### src/rtl/div_sequencer.sv
// div_sequencer: control stage wrapped around a combinational Divider.
// Accepts one request at a time and drives the registered operands into the Divider.
// It waits SETTLE cycles, then captures quotient/remainder and holds them on a
// valid/ready response port until they are accepted.
// A divide-by-zero request is answered directly, without consulting the Divider.
module div_sequencer #(
  parameter int WIDTH  = 16,
  parameter int SETTLE = 2,
  parameter int CNT_W  = 16
) (
  input  logic             clk,
  input  logic             rst,
  input  logic             req_valid,
  output logic             req_ready,
  input  logic [WIDTH-1:0] req_dividend,
  input  logic [WIDTH-1:0] req_divisor,
  output logic [WIDTH-1:0] div_dividend,
  output logic [WIDTH-1:0] div_divisor,
  input  logic [WIDTH-1:0] div_quotient,
  input  logic [WIDTH-1:0] div_remainder,
  output logic             rsp_valid,
  input  logic             rsp_ready,
  output logic [WIDTH-1:0] rsp_quotient,
  output logic [WIDTH-1:0] rsp_remainder,
  output logic             rsp_div0,
  output logic             busy,
  output logic [CNT_W-1:0] op_count
);

  // Settle counter width: wide enough to hold SETTLE itself, at least one bit.
  localparam int SW = (SETTLE < 2) ? 1 : $clog2(SETTLE + 1);

  typedef enum logic [1:0] {
    S_IDLE   = 2'd0,
    S_SETTLE = 2'd1,
    S_RESP   = 2'd2
  } state_e;

  state_e           state_q, state_d;
  logic [SW-1:0]    cnt_q, cnt_d;
  logic [WIDTH-1:0] opa_q, opa_d;
  logic [WIDTH-1:0] opb_q, opb_d;
  logic [WIDTH-1:0] quo_q, quo_d;
  logic [WIDTH-1:0] rem_q, rem_d;
  logic             div0_q, div0_d;
  logic [CNT_W-1:0] ops_q, ops_d;

  logic req_fire;
  logic rsp_fire;
  logic divisor_zero;
  logic settle_done;

  assign req_fire     = req_valid && (state_q == S_IDLE);
  assign rsp_fire     = rsp_ready && (state_q == S_RESP);
  assign divisor_zero = (req_divisor == '0);
  assign settle_done  = (cnt_q == SW'(1));

  // State register; reset abandons any operation in flight.
  always_ff @(posedge clk or negedge rst) begin
    if (!rst) begin
      state_q <= S_IDLE;
    end else begin
      state_q <= state_d;
    end
  end

  // Next-state decode.
  always_comb begin
    state_d = state_q;
    case (state_q)
      S_IDLE: begin
        if (req_fire) begin
          state_d = divisor_zero ? S_RESP : S_SETTLE;
        end
      end
      S_SETTLE: begin
        if (settle_done) begin
          state_d = S_RESP;
        end
      end
      S_RESP: begin
        if (rsp_fire) begin
          state_d = S_IDLE;
        end
      end
      default: state_d = S_IDLE;
    endcase
  end

  // State-decoded handshake and status outputs.
  always_comb begin
    req_ready = (state_q == S_IDLE);
    rsp_valid = (state_q == S_RESP);
    busy      = (state_q != S_IDLE);
  end

  // Datapath next-state: operands move only on acceptance, results only on capture.
  always_comb begin
    cnt_d  = cnt_q;
    opa_d  = opa_q;
    opb_d  = opb_q;
    quo_d  = quo_q;
    rem_d  = rem_q;
    div0_d = div0_q;
    ops_d  = ops_q;
    case (state_q)
      S_IDLE: begin
        if (req_fire) begin
          opa_d = req_dividend;
          opb_d = req_divisor;
          if (divisor_zero) begin
            // Divider output is meaningless here, so answer directly.
            quo_d  = '1;
            rem_d  = req_dividend;
            div0_d = 1'b1;
          end else begin
            cnt_d  = SW'(SETTLE);
            div0_d = 1'b0;
          end
        end
      end
      S_SETTLE: begin
        if (settle_done) begin
          quo_d = div_quotient;
          rem_d = div_remainder;
        end
        cnt_d = cnt_q - SW'(1);
      end
      S_RESP: begin
        if (rsp_fire) begin
          ops_d = ops_q + CNT_W'(1);
        end
      end
      default: ;
    endcase
  end

  // Datapath registers; all cleared by reset so outputs read zero immediately.
  always_ff @(posedge clk or negedge rst) begin
    if (!rst) begin
      cnt_q  <= '0;
      opa_q  <= '0;
      opb_q  <= '0;
      quo_q  <= '0;
      rem_q  <= '0;
      div0_q <= 1'b0;
      ops_q  <= '0;
    end else begin
      cnt_q  <= cnt_d;
      opa_q  <= opa_d;
      opb_q  <= opb_d;
      quo_q  <= quo_d;
      rem_q  <= rem_d;
      div0_q <= div0_d;
      ops_q  <= ops_d;
    end
  end

  assign div_dividend  = opa_q;
  assign div_divisor   = opb_q;
  assign rsp_quotient  = quo_q;
  assign rsp_remainder = rem_q;
  assign rsp_div0      = div0_q;
  assign op_count      = ops_q;

endmodule

### config.mk
export PLATFORM = sky130hd
export DESIGN_NAME = div_sequencer
export DESIGN_NICKNAME = d
export VERILOG_FILES = /design/src/rtl/div_sequencer.sv
export SDC_FILE = /design/constraint.sdc
export NUM_CORES = 1
export LEC_CHECK = 0
export CORE_ASPECT_RATIO = 1.25
export CORE_MARGIN = 2
export CORE_UTILIZATION = 39
export CTS_CLUSTER_DIAMETER = 100
export DETAILED_ROUTE_END_ITERATION = 7
export PLACE_DENSITY = 0.75
export SYNTH_ARGS = -nofsm -noshare
export SYNTH_HDL_FRONTEND = slang
export SYNTH_SLANG_ARGS = --single-unit
### constraint.sdc
create_clock -name clk -period 1.5 [get_ports clk]
set_input_delay 0.15 -clock clk [delete_from_list [all_inputs] [get_ports clk]]
set_output_delay 0.15 -clock clk [all_outputs]
set_load 0.005 [all_outputs]
## Word level (Yosys, flattened, before mapping)

Index checks and enable logic that the tools add are counted.

| operators by class | value |
|---|---|
| $add $sub $neg | 2 |
| equality and inequality tests | 8 |
| muxes and demuxes | 17 |
| reductions and logical operators | 11 |

Operators by type and width:

| kind | count |
|---|---|
| $mux W16 | 6 |
| $pmux W16 S2 | 2 |
| $add A16 B1 Y16 const B | 1 |
| $logic_not A16 Y1 | 1 |
| $mux W2 | 6 |
| $ne A2 B1 Y1 const B | 3 |
| $pmux W2 S3 | 1 |
| $reduce_and A3 Y1 | 2 |
| $eq A2 B1 Y1 const B | 2 |
| $ne A2 B2 Y1 const B | 2 |
| $pmux W2 S2 | 1 |
| $reduce_and A2 Y1 | 2 |
| $reduce_and A4 Y1 | 1 |
| $reduce_bool A2 Y1 | 2 |
| $eq A2 B2 Y1 const B | 1 |
| $logic_and A1 B1 Y1 | 2 |
| $logic_not A2 Y1 | 1 |
| $sub A2 B1 Y2 const B | 1 |
| $mux W1 | 1 |

| storage, ports and cells | value |
|---|---|
| register bits | 85 |
| input bits | 68 |

## Logic depth before layout (Yosys ltp)

| depth | value |
|---|---|
| depth in word-level cells | 4 |
| depth in mapped cells | 9 |
| depth with buffers taken out | 6 |

## Least setup slack after synthesis

Ideal clock, no wire load.

| timing | value |
|---|---|
| path kind | register to register |
| start | register cnt_q[1] |
| end | register rem_q[10], in the netlist rsp_remainder[10] |
| library setup time | 0.074 ns |
| arrival time | 1.599 ns |
| slack | -0.173 ns |
| cell stages (with the launch flop) | 10 |
| path buffers | 3 |
| clock period less this slack | 1.673 ns |
| cell sequence | dfrtp_1 > inv_1 > ha_1 > mux2i_1 > or2_1 > clkbuf_1 > or2_1 > buf_6 > buf_8 > o21ai_2 |

| between the ends | value |
|---|---|
| word-level cells in the longest chain between the ends | 3 |

RTL lines:

| item | line | RTL |
|---|---|---|
| start, declared | 40 | `logic [SW-1:0] cnt_q, cnt_d;` |
| start signal, assigned | 149 | `cnt_q <= cnt_d;` |
| $eq A2 B1 Y1 | 56 | `assign settle_done = (cnt_q == SW'(1));` |
| $ne A2 B2 Y1 (no line) | -- |  |
| $reduce_and A4 Y1 (no line) | -- |  |
| end signal, assigned | 153 | `rem_q <= rem_d;` |
| end, declared | 44 | `logic [WIDTH-1:0] rem_q, rem_d;` |

Every way passes these cells.
A chain may end at the register's enable or synchronous reset.

## Final worst setup path

| timing | value |
|---|---|
| start | register state_q[0] |
| end | register ops_q[15], in the netlist op_count[15] |

| between the ends | value |
|---|---|
| word-level cells in the longest chain between the ends | 3 |

RTL lines:

| item | line | RTL |
|---|---|---|
| start, declared | 39 | `state_e state_q, state_d;` |
| start signal, assigned | 63 | `state_q <= state_d;` |
| $eq A2 B2 Y1 (*) | 54, 106 |  |
| $logic_and A1 B1 Y1 | 54 | `assign rsp_fire = rsp_ready && (state_q == S_RESP);` |
| $reduce_and A2 Y1 (no line) (*) | -- |  |
| end signal, assigned | 155 | `ops_q <= ops_d;` |
| end, declared | 46 | `logic [CNT_W-1:0] ops_q, ops_d;` |

Mark *: on every way between the ends. The rest lies on a longest branch, timed or not.

==> flow_metrics.py <==
metrics = {
    "run_status": {
        "status": "complete, but fails checks",
        "violations": "negative setup slack",
    },
    "detailed_routing": {
        "routedWlPerCell_um": 14.80,
        "postRouteAntennaNets": 0,
        "drt_wl_total_um": 9889,
        "drc": 0,
        "avgViaCountPerCell": 4.793,
        "vias": 3202,
        "drt_iter0_markers": 117,
        "drt-pass1-iter-count": 4,
    },
    "logic_synthesis": {
        "async_flop_share": 1.000,
        "yosys-mux-area-fraction": 0.04956,
        "syn_nets": 411,
        "synthAdderAreaFrac": 0.006835,
        "synth_top_family_by_area": "simple AND/OR/NAND/NOR gates",
        "yosys_warnings": 0,
        "synth_seq_area_share": 0.5810,
        "netlist_area_um2": 3661,
        "ys.flop_type": "dfrtp_1",
        "synth_top_area_frac": 0.5810,
        "synth_top_area_cell": "dfrtp_1",
        "synth_compound_area_frac": 0.1097,
        "syn_area_per_cell_um2": 10.74,
        "synth_xor_xnor_area_share": 0.03589,
        "synth-edff-count": 0,
        "synthCells": 341,
        "ys_ff_latch": 85,
        "synth-simple-area-share": 0.1863,
        "ys_types": 36,
        "synth_area_leaders": "dfrtp_1 (58%), nand2_1 (11%), mux2i_1 (4.6%)",
    },
    "final_layout": {
        "final_nets": 610,
        "layout-drive-gt1-share": 0.1963,
        "instances_no_fill": 668,
        "regArea_um2": 2130,
        "multi_input_area_um2": 1508,
        "fillers": 711,
        "synthToLayoutAreaGrowth_pct": 68.39,
        "diodes": 0,
        "layout_common_cells": "clkdlybuf4s50_1 (141), nand2_1 (108), dfrtp_1 (83)",
        "final_common_cell": "clkdlybuf4s50_1",
    },
    "worst_setup_path": {
        "critPathKind": "flip-flop to flip-flop",
        "reg2reg_setup_slack_ps": -60,
        "slowest_stage": "or4_4",
        "rr_startpoint": "state_q[0]$_DFFE_PN0P_",
        "cp_slowest_stage_delay_ps": 470,
        "startpoint": "state_q[0]$_DFFE_PN0P_",
        "critical_path.endpoint": "op_count[15]$_DFFE_PN0P_",
        "crit_chain": "buf_6 -> nand4b_1 -> or4_4 -> nor3_4 -> xor2_1",
        "cp-end-kind": "flip-flop",
        "cp-start-kind": "flip-flop",
        "worstPathMaxFanout": 4,
        "r2r_cells": 5,
        "critPathArrivalTime_ps": 1810,
        "required_ps": 1750,
        "r2r-end": "op_count[15]$_DFFE_PN0P_",
    },
    "place": {
        "place_ws_ps": -446.8,
        "dp_cells": 642,
        "place_congestion": 0.7851,
        "post-dp-hpwl_um": 7365,
        "io_buffer_count": 151,
    },
    "cts": {
        "cts_buffers": 9,
        "cts_num_sinks": 85,
        "cts_buffer_depth": 2,
        "cts_tree": "yes",
        "htreeDepth": 3,
        "root_buffer": "clkbuf_16",
        "clk_pin_slew_ps": 60,
        "clk_latency_ps": 330,
    },
    "timing": {
        "finalClockSkew_ps": 7.292,
        "rsz0062_at_grt": "yes",
        "worstMarginPinSlew_ps": 379.4,
        "final-hold-violation-count": 0,
        "setup_slack_ps": -59.34,
        "whs_ps": 231.2,
        "final.setup.tns_ps": -1013,
        "max_freq_mhz": 641.3,
        "slew_headroom": 0.7471,
        "setup_viol": 35,
        "finalCritPeriodShare": 1.040,
        "fin_crit_ps": 1559,
        "slew_viol_final": 0,
    },
    "die": {
        "start_util": 0.4012,
        "dieHeight_um": 112.3,
        "fp-row-count": 39,
        "core_area_um2": 9125,
        "num_io_pins": 152,
        "die-area_um2": 10180,
        "die_w_um": 90.66,
    },
    "min_path": {
        "worstHoldPathType": "input port to flip-flop",
    },
    "global_route": {
        "grt_first_pass_wirelength_um": 16340,
        "antenna_found_initial": 0,
        "grt_overflow": 0,
        "grt_max_degree": 41,
        "grt_pass1_vias": 3330,
        "track_usage": 0.1972,
    },
    "power": {
        "power_density_nw_per_um2": 1851,
        "p_leak_nw": 2.848,
        "p_total_mw": 11.41,
        "peakVddDrop_mv": 1.054,
    },
    "job": {
        "cap_violations": 0,
    },
}
==> power by group <==
part / internal, mW / leakage, nW / switching (mW)
sequential: 3.18 / 1.02 / 0.483
clock: 1.50 / 0.158 / 0.874
combinational: 3.12 / 1.67 / 2.26
total: 7.80 / 2.85 / 3.61
==> sequential cells by signal, summed over array words and instances (netlist names) <==
name / flops
op_count: 16
div_dividend: 16
rsp_remainder: 16
rsp_quotient: 16
cnt_q: 2
state_q: 2
rsp_div0: 1
div_divisor: 16
==> layer usage <==
metal | share of wire | vias to the layer above | GRT usage
met2 | 0.50 | 93 | 0.3279
met4 | 0.015 | 0 | 0.05436
met1 | 0.44 | 1546 | 0.2583
met3 | 0.050 | 14 | 0.04832
li1 | - | 1549 | -
met5 | 0 | - | 0
==> stage by stage <==
step	cell area [um^2]	util
after floorplan	3677	-
after global placement	5637	0.6177
after detailed placement	5637	0.6177
after CTS	6065	0.6646
after global routing	6165	0.6756
final	6165	0.6756
==> what timing repair did <==
action | CTS | global route
hold buffers | 1 | 0
endpoints found under the setup margin | 36 | 59
endpoints found under the hold margin | 26 | 0
gates resized for setup | 27 | 25
setup buffers | 3 | 5
pin swaps | 7 | 13
cloned | 1 | 0
==> cell type report <==
type / count / area share
Multi-Input combinational cell: 234 / 0.2446
Tap cell: 123 / 0.02496
Clock buffer: 10 / 0.03877
Inverter: 4 / 0.002436
Clock inverter: 6 / 0.01400
Sequential cell: 85 / 0.3454
Timing Repair Buffer: 206 / 0.3298
==> critical path, delay by kind of cell (launching register included) <==
family | cells | cell delay (ps)
buffers and inverters | 1 | 130
DFF | 1 | 440
xor gates and xnor gates | 1 | 160
and+or+nand+nor | 3 | 750
==> cells in the mapped netlist (4+ instances only) <==
cell type  count
mux2i_1       17
xor2_1         7
nor4_4         4
clkbuf_1       9
inv_1          4
nor3_1         4
o22a_1        16
dfrtp_1       85
buf_2          6
nor2_1         6
o21ai_2        9
nand3_1        4
xnor2_1        8
o21ai_0       25
nand2_1      108
==> how the worst min path moves through the flow <==
stage | start | endpoint | slack (ps) | cells after the start
finish | req_divisor[3] | div_divisor[3]$_DFFE_PN0P_ | 230 | 3
global route | req_divisor[3] | div_divisor[3]$_DFFE_PN0P_ | 240 | 3
CTS | req_divisor[3] | div_divisor[3]$_DFFE_PN0P_ | 220 | 3
detailed placement | rst | div_divisor[11]$_DFFE_PN0P_ | 90 | 1
global placement | rst | div_divisor[10]$_DFFE_PN0P_ | 90 | 1
floorplan | rst | cnt_q[0]$_DFFE_PN0P_ | -150 | 0
==> cells by family after synthesis <==
| family | Yosys count |
|---|---|
| simple gates | 144 |
| fa+ha+maj | 2 |
| mux | 18 |
| xor+xnor | 15 |
| buf+inv | 22 |
| compound gates | 55 |
| flops | 85 |
Note: power is estimated with default switching activity, not from simulation.
